File: config.mk
export PLATFORM = sky130hd
export DESIGN_NAME = eth_tx_framer
export DESIGN_NICKNAME = d
export VERILOG_FILES = /design/src/rtl/eth_tx_framer.sv
export SDC_FILE = /design/constraint.sdc
export NUM_CORES = 2
export LEC_CHECK = 0
export CAP_MARGIN = 20
export CORE_MARGIN = 2
export CORE_UTILIZATION = 45
export DETAILED_ROUTE_END_ITERATION = 10
export PLACE_DENSITY = 0.6
export SLEW_MARGIN = 20
export SYNTH_ARGS = -nofsm -noshare
export SYNTH_HDL_FRONTEND = slang
export SYNTH_SLANG_ARGS = --single-unit
File: constraint.sdc
create_clock -name phy_txclk -period 10.4 [get_ports phy_txclk]
set_input_delay 1.56 -clock phy_txclk [delete_from_list [all_inputs] [get_ports phy_txclk]]
set_output_delay 1.56 -clock phy_txclk [all_outputs]
set_load 0.005 [all_outputs]
File: src/rtl/eth_tx_framer.sv
// eth_tx_framer: MII Ethernet framer sending fixed-size frames from a double-buffered serial payload
module eth_tx_framer #(
  parameter logic [47:0] DEST_MAC = 48'h0000_0000_0000,
  parameter logic [47:0] SRC_MAC = 48'h0000_0000_0000,
  parameter logic [15:0] LEN_TYPE = 16'h0097,
  parameter int IFG_NIBBLES = 24
) (
  input logic phy_txclk,
  input logic rst_n,
  input logic ff_data,
  input logic ff_en,
  output logic [3:0] phy_txd,
  output logic phy_txen,
  output logic phy_txer,
  output logic need,
  output logic overflow,
  output logic [23:0] frameid
);
  localparam logic [2:0] IDLE = 3'd0, PREAMBLE = 3'd1, HEADER = 3'd2, PAYLOAD = 3'd3, CRC = 3'd4, IFG = 3'd5;
  logic [1183:0] bank [2];
  logic [1:0] full;
  logic wb, rb;
  logic [10:0] bit_cnt;
  logic [23:0] id_cnt;
  logic [2:0] state;
  logic [8:0] cnt;
  logic [31:0] crc, crc_nxt;
  logic [135:0] hdr;
  logic [3:0] nib;
  logic accept, wr_last, last, rel, go;
  assign phy_txer = 1'b0;
  assign accept = ff_en && !full[wb];
  assign wr_last = accept && bit_cnt == 11'd1183;
  assign last = cnt == (state == PREAMBLE ? 9'd15 : state == HEADER ? 9'd33 : state == PAYLOAD ? 9'd295 :
                        state == CRC ? 9'd7 : 9'(IFG_NIBBLES - 1));
  assign rel = state == CRC && last;
  assign go = full[rb] && (state == IDLE || (state == IFG && last));
  assign hdr = {frameid, LEN_TYPE, SRC_MAC, DEST_MAC};
  assign nib = state == PREAMBLE ? (last ? 4'hD : 4'h5) :
               state == HEADER ? hdr[{cnt[5:0], 2'b00} +: 4] :
               state == PAYLOAD ? bank[rb][{cnt, 2'b00} +: 4] :
               state == CRC ? ~crc[{cnt[2:0], 2'b00} +: 4] : 4'h0;
  // reflected CRC-32 advanced by the nibble on the wire, bit 0 first
  always_comb begin
    crc_nxt = crc;
    for (int i = 0; i < 4; i++) crc_nxt = (crc_nxt >> 1) ^ ((crc_nxt[0] ^ nib[i]) ? 32'hEDB8_8320 : 32'h0);
  end
  // payload storage; contents survive reset since full flags gate their use
  always_ff @(posedge phy_txclk)
    if (accept) bank[wb][bit_cnt] <= ff_data;
  // bank bookkeeping: fill on the write side, release after the CRC, both may coincide
  always_ff @(posedge phy_txclk or negedge rst_n)
    if (!rst_n) begin
      wb <= 1'b0;
      rb <= 1'b0;
      bit_cnt <= 11'd0;
      full <= 2'b00;
      need <= 1'b1;
      overflow <= 1'b0;
    end else begin
      if (accept) bit_cnt <= wr_last ? 11'd0 : bit_cnt + 11'd1;
      if (wr_last) wb <= ~wb;
      if (rel) rb <= ~rb;
      full <= (full & ~(2'(rel) << rb)) | (2'(wr_last) << wb);
      need <= ~full[wb];
      if (ff_en && full[wb]) overflow <= 1'b1;
    end
  // frame sequencer with registered MII outputs
  always_ff @(posedge phy_txclk or negedge rst_n)
    if (!rst_n) begin
      state <= IDLE;
      cnt <= 9'd0;
      crc <= '1;
      frameid <= 24'd0;
      id_cnt <= 24'd0;
      phy_txd <= 4'h0;
      phy_txen <= 1'b0;
    end else begin
      phy_txen <= state inside {PREAMBLE, HEADER, PAYLOAD, CRC};
      phy_txd <= nib;
      crc <= (state == HEADER || state == PAYLOAD) ? crc_nxt : state == CRC ? crc : '1;
      cnt <= (state == IDLE || last) ? 9'd0 : cnt + 9'd1;
      if (go) begin
        frameid <= id_cnt;
        id_cnt <= id_cnt + 24'd1;
      end
      state <= state == IDLE ? (go ? PREAMBLE : IDLE) : !last ? state :
               state == PREAMBLE ? HEADER : state == HEADER ? PAYLOAD : state == PAYLOAD ? CRC :
               state == CRC ? IFG : go ? PREAMBLE : IDLE;
    end
endmodule

Word level (Yosys, flattened, before mapping) --
Memory sizes are Yosys's and may differ from the RTL's. Cells that the tools add are included.
Cells by class: add/subtract/negate cells 3, multipliers 0, divide/modulo/power cells 0, $lt $le $gt $ge 4, equal/unequal tests 8, shifts and indexed selects 5, mux-type cells 32, bitwise logic cells 15, reductions and logical operators 14
Operators by type and width (count):
- 2-to-1 mux 1184 bit | 1
- indexed part select 1184 x 12 -> 4 bit | 1
- 2-to-1 mux 32 bit | 6
- indexed part select 136 x 9 -> 4 bit | 1
- bitwise XOR 31 x 32 -> 32 bit | 4
- 2-to-1 mux 9 bit | 4
- indexed part select 32 x 6 -> 4 bit | 1
- adder 24 x 1 -> 24 bit (second input constant) | 1
- 2-to-1 mux 4 bit | 5
- 2-to-1 mux 3 bit | 6
- less-than comparator 11 x 12 -> 1 bit (second input constant) | 1
- adder 11 x 1 -> 11 bit (second input constant) | 1
- demux 1 bit (select 11 bit) | 1
- equality test 11 bit (second input constant) | 1
- greater-or-equal comparator 11 x 1 -> 1 bit (second input constant) | 1
- 2-to-1 mux 11 bit | 1
- adder 9 x 1 -> 9 bit (second input constant) | 1
- equality test 9 bit | 1
- logical AND 1 bit | 7
- 2-to-1 mux 1 bit | 7
- equality test 3 x 2 -> 1 bit (second input constant) | 2
- equality test 3 bit (second input constant) | 2
- 2-to-1 mux 5 bit | 1
- less-than comparator 1 x 2 -> 1 bit (second input constant) | 2
- 14 further kinds | 22
Storage, ports and cells: register bits 114, bits in latches 0, bits in writable memories 2368, memory bits (read-only) 0, input bits 4, output and inout bits 32, logic and storage cells 95, memories kept 1
Memory list:
- bank | depth 2, width 1184, read ports 1, clocked after memory_dff 0, wr ports 1, RTL line 20 | logic [1183:0] bank [2];

Depth between registers and ports, before layout --
depth after elaboration 21, gate-level depth with buffers 19

Worst setup path before layout --
Ideal clock, no wire load.
path kind register -> register, start register rb, end register crc[19], setup time 80 ps, data arrival time 3706 ps, setup slack 6614 ps, cell stages (with the launch flop) 15, buffers on the path 5, clock period less this slack 3786 ps, path through dfrtp_1 -> buf_6 -> buf_12 -> buf_6 -> buf_8 -> buf_8 -> mux4_2 -> mux4_2 -> a31oi_1 -> nand4_1 -> a41oi_1 -> o21ai_4 -> xor2_4 -> xnor3_1 -> o22a_1
RTL lines:
- start, declared | RTL line 22 | logic wb, rb;
- start signal, assigned | RTL line 63 | if (rel) rb <= ~rb;
- memory read (2 x 1184 bit)
- indexed part select 1184 x 12 -> 4 bit | RTL line 41 | state == PAYLOAD ? bank[rb][{cnt, 2'b00} +: 4] :
- 2-to-1 mux 4 bit | RTL line 41
- 2-to-1 mux 4 bit | RTL line 40 | state == HEADER ? hdr[{cnt[5:0], 2'b00} +: 4] :
- 2-to-1 mux 4 bit | RTL line 39 | assign nib = state == PREAMBLE ? (last ? 4'hD : 4'h5) :
- named net nib[2] | RTL line 29 | logic [3:0] nib;
- bitwise XOR 1 bit | RTL line 46 | for (int i = 0; i < 4; i++) crc_nxt = (crc_nxt >> 1) ^ ((crc_nxt[0] ^ nib[i]) ? 32'hEDB8_8320 : 32'h0);
- 2-to-1 mux 32 bit | RTL line 46
- bitwise XOR 31 x 32 -> 32 bit (2 in series) | RTL line 46
- 2-to-1 mux 32 bit | RTL line 81 | crc <= (state == HEADER || state == PAYLOAD) ? crc_nxt : state == CRC ? crc : '1;
- end signal, assigned | RTL line 81
- end, declared | RTL line 27 | logic [31:0] crc, crc_nxt;
The timed path passes the listed nets, and every way through them passes these cells. A chain may end at the register's enable or synchronous reset.

Worst setup path in the final report --
start register cnt[0], end register crc[18]
On the way: cells in the longest elaborated chain, start to end 13
Ends and longest elaborated chain:
- start, declared | RTL line 26 | logic [8:0] cnt;
- start signal, assigned | RTL line 82 | cnt <= (state == IDLE || last) ? 9'd0 : cnt + 9'd1;
- parallel branches: the longest is 4 deep, another holds indexed part select 1184 x 12 -> 4 bit
- 2-to-1 mux 4 bit * | RTL line 40
- 2-to-1 mux 4 bit * | RTL line 39
- named net nib[0] | RTL line 29
- bitwise XOR 1 bit * | RTL line 46
- 2-to-1 mux 32 bit * | RTL line 46
- bitwise XOR 31 x 32 -> 32 bit * (4 in series) | RTL line 46
- 2-to-1 mux 32 bit * | RTL line 81
Mark *: on every way through the listed nets, which the timed path passes.

==> implementation parameters <==
Parameter                              Value

Run status
  Status    finished clean

Clock network
  TritonCTS clock tree    built
  H-tree depth    5
  TritonCTS Sinks    2482
  CTS Buffer Depth    4
  Num CTS Buffers    275
  Buffers inserted during post-CTS setup optimization    0
  Root cell of the clock tree    sky130_fd_sc_hd__clkbuf_16
  Total of hold buffers inserted after clock tree synthesis    0
  Skew-Pair Late Insertion Delay    0.95 ns
  Gates resized, CTS repair    0
  Clock-pin slew on the worst setup and hold paths    0.06 ns

Logic synthesis
  Number of enable flip-flop cells after synthesis    2368
  Number of nets produced by synthesis    7463
  Most frequent cells after synthesis    sky130_fd_sc_hd__nor2_1 (2471), sky130_fd_sc_hd__edfxtp_1 (2368), sky130_fd_sc_hd__mux4_2 (516)
  Flip-flop and latch count after synthesis    2482
  Seq/Total Area, Yosys    68.4%
  Top cell type's share of synthesized area    65.8%
  Number of warnings issued by yosys    0
  Most common cell in the netlist    sky130_fd_sc_hd__nor2_1
  Cell taking the most area after synthesis    sky130_fd_sc_hd__edfxtp_1
  Netlist area before placement    108000 um^2
  Top post-synthesis cells by area    sky130_fd_sc_hd__edfxtp_1 (66%), sky130_fd_sc_hd__mux4_2 (11%), sky130_fd_sc_hd__nor2_1 (8.6%)
  Avg Synthesized Cell Area    14.5 um^2
  Cell count after synthesis    7451
  Count of cell types in the netlist    89
  Commonest register cell after synthesis    sky130_fd_sc_hd__edfxtp_1
  Ys async rst share    4.59%

Timing
  Total Neg Setup Slack    0 ns
  Setup repair after global routing missed its margin    false
  Worst slew margin relative to its limit    20.9%
  Worst setup margin    4.57 ns
  Post-route clock skew    0.0414 ns
  Achievable frequency    172 MHz
  Worst slew pin tran    1.19 ns
  Crit share post-route    56.1%
  Setup Viol. Count Final    0
  Pins over their slew limit    0
  Final count of hold timing violations    0
  Minimum clock period    5.83 ns

Global route
  Number of global-route vias before repair    63600
  Pin count of the biggest net entering global routing    284
  Total routing usage reported by global routing    25.9%
  Final global-route overflow total    0
  Initial antenna violation count    15
  First-pass GRT wire length    455 mm

Min path
  Hold_sp    id_cnt[23]
  Classification of the worst-slack hold path    reg -> reg

Drt
  WL per Instance    30.0 um
  Post-Route WL    319 mm
  Drc violations    0
  Iteration-0 DRC Markers    9171
  Total via count after detailed routing    65100
  Via-per-instance ratio    6.13
  Remaining antenna violation count    0
  First drt pass iteration count    8

Worst setup path
  Startpoint type of the worst setup path    register
  Worst Setup Path Type    reg -> reg
  Cell at the slowest stage of the critical path    sky130_fd_sc_hd__dfrtp_4
  Data required time at the worst endpoint    11.28 ns
  Worst r2r dst    crc[18]
  Cell family with the largest share of critical-path delay    buffers and inverters
  Startpoint of the lowest-slack register-to-register path    cnt[0]
  Worst EP arrival    6.71 ns
  Crit path capture type    register
  Worst path max stage delay    0.99 ns
  WP depth    12
  Critical path endpoint    crc[18]
  Worst-case register-to-register setup slack    4.57 ns
  Worst path bufs/invs    2
  Worst setup path startpoint    cnt[0]
  Worst r2r path cells    12
  Critical path, cell by cell    buf_4 -> buf_4 -> mux4_2 -> mux4_2 -> o221ai_1 -> a2111oi_0 -> nor4_1 -> o211ai_1 -> xor2_2 -> xnor2_2 -> xnor3_1 -> o22a_1
  Largest fanout of any net on the critical path    43

Final layout
  Final #Nets    7278
  Fillcell total    20300
  Fraction of layout cells with a size suffix above 1    17.1%
  Synth-to-Final Area Change    10.1%

Floorplan
  Overall die area    244000 um^2
  Placement Rows    179
  Vertical extent of the die    494 um
  Die Span X    494 um
  Total core area    238000 um^2
  Starting utilization of the core area    45.4%
  Number of placed I/O pins    36

Placed design
  Placement Setup Slack    4.59 ns
  Port bufs    34
  Total half-perimeter wirelength after legalization and detailed placement    171 mm
  Placer congestion estimate    0.872

Power and ir drop
  Leakage    0.0347 uW
  Total power per unit cell area    170 nW/um^2
  VDD IR-drop max    0.000184 V

Job
  # Max-Cap Violations    0
per-stage QoR:
stage / instances / area, um^2 / util (%) / power (uW) / hold WS [ns]
2_1_floorplan: 7451 / 108000 / - / 11200 / 0.440
3_3_place_gp: 10200 / 111000 / 46.5 / 11300 / 0.472
3_5_place_dp: 10200 / 111000 / 46.5 / 11300 / 0.467
4_1_cts: 10600 / 119000 / 49.9 / 20300 / 0.475
5_1_grt: 10600 / 119000 / 50.0 / 20700 / 0.509
6_report: 10600 / 119000 / 50.0 / 20200 / 0.470
state kept, by name, indices dropped and copies added (netlist names), 2 cells and up:
signal   cells
bank      2368
state        3
full         2
bit_cnt     11
crc         32
cnt          9
phy_txd      4
id_cnt      24
frameid     24
metal layers:
layer  track usage (%)  part of all wire [%]  routed length [um]
met5                 0                 0.028                  90
met4              9.52                   3.9               12600
met3              5.06                   9.7               30900
met2              41.1                    47              150000
met1              35.7                    39              125000
cells by family after synthesis:
| family | count (synthesis) | share of synthesized area (%) |
|---|---|---|
| and+or+nand+nor | 2958 | 10.7 |
| DFF | 2482 | 68.4 |
| muxes | 798 | 13.8 |
| buffers and inverters | 700 | 3.33 |
| AOI/OAI and AO/OA | 425 | 2.87 |
| xor gates and xnor gates | 79 | 0.797 |
| adders and majority gates | 8 | 0.0926 |
| other | 1 | 0.00347 |
layout by cell type, fill, tap and decap left out, types with 53 or more instances in the layout:
| cell type | netlist | layout |
|---|---|---|
| sky130_fd_sc_hd__mux4_2 | 516 | 516 |
| sky130_fd_sc_hd__nand2_2 | 0 | 99 |
| sky130_fd_sc_hd__edfxtp_1 | 2368 | 2368 |
| sky130_fd_sc_hd__clkbuf_1 | 500 | 79 |
| sky130_fd_sc_hd__nor2_1 | 2471 | 2464 |
| sky130_fd_sc_hd__clkbuf_16 | 0 | 285 |
| sky130_fd_sc_hd__mux2i_1 | 212 | 212 |
| sky130_fd_sc_hd__a21oi_1 | 65 | 65 |
| sky130_fd_sc_hd__nand3_1 | 53 | 53 |
| sky130_fd_sc_hd__xnor2_1 | 53 | 53 |
| sky130_fd_sc_hd__buf_4 | 24 | 173 |
| sky130_fd_sc_hd__a22oi_1 | 74 | 74 |
| sky130_fd_sc_hd__nand2_1 | 277 | 177 |
| sky130_fd_sc_hd__dfrtp_1 | 81 | 75 |
worst min-delay path by stage:
stage | cells past startpoint | slack, ns | to
floorplan | 1 | 0.44 | id_cnt[23]
global placement | 1 | 0.47 | id_cnt[23]
detailed placement | 1 | 0.47 | id_cnt[23]
CTS | 1 | 0.48 | id_cnt[23]
global route | 1 | 0.51 | id_cnt[23]
finish | 1 | 0.47 | id_cnt[23]
layout make-up:
class                   instances  area, um^2  area share [%]
diodes                          7        17.5          0.0147
clock buffers                 376        7580            6.37
clock inverters                81         603           0.506
inverters                      14        60.1          0.0504
multi-input cells            4269       30800            25.9
flip-flops and latches       2482       74000            62.2
well taps                    3167        3960            3.33
repair buffers                224        1980            1.66
worst register-to-register path: cells and delay by family, from the launching register on:
kind	cells	cell delay [ns]
compound gates	4	0.76
xor+xnor	3	1.13
buf+inv	2	1.45
flops	1	0.99
mux	2	1.03
simple gates	1	0.41
power breakdown:
| part | switching, uW | leakage, uW | internal, uW |
|---|---|---|---|
| Combinational | 137 | 0.00802 | 9.34 |
| Sequential | 0.0000000000000232 | 0.0227 | 10900 |
| Clock | 3830 | 0.00400 | 5290 |
| Total | 3970 | 0.0347 | 16200 |
No activity file was read; power rests on OpenSTA's default activity.
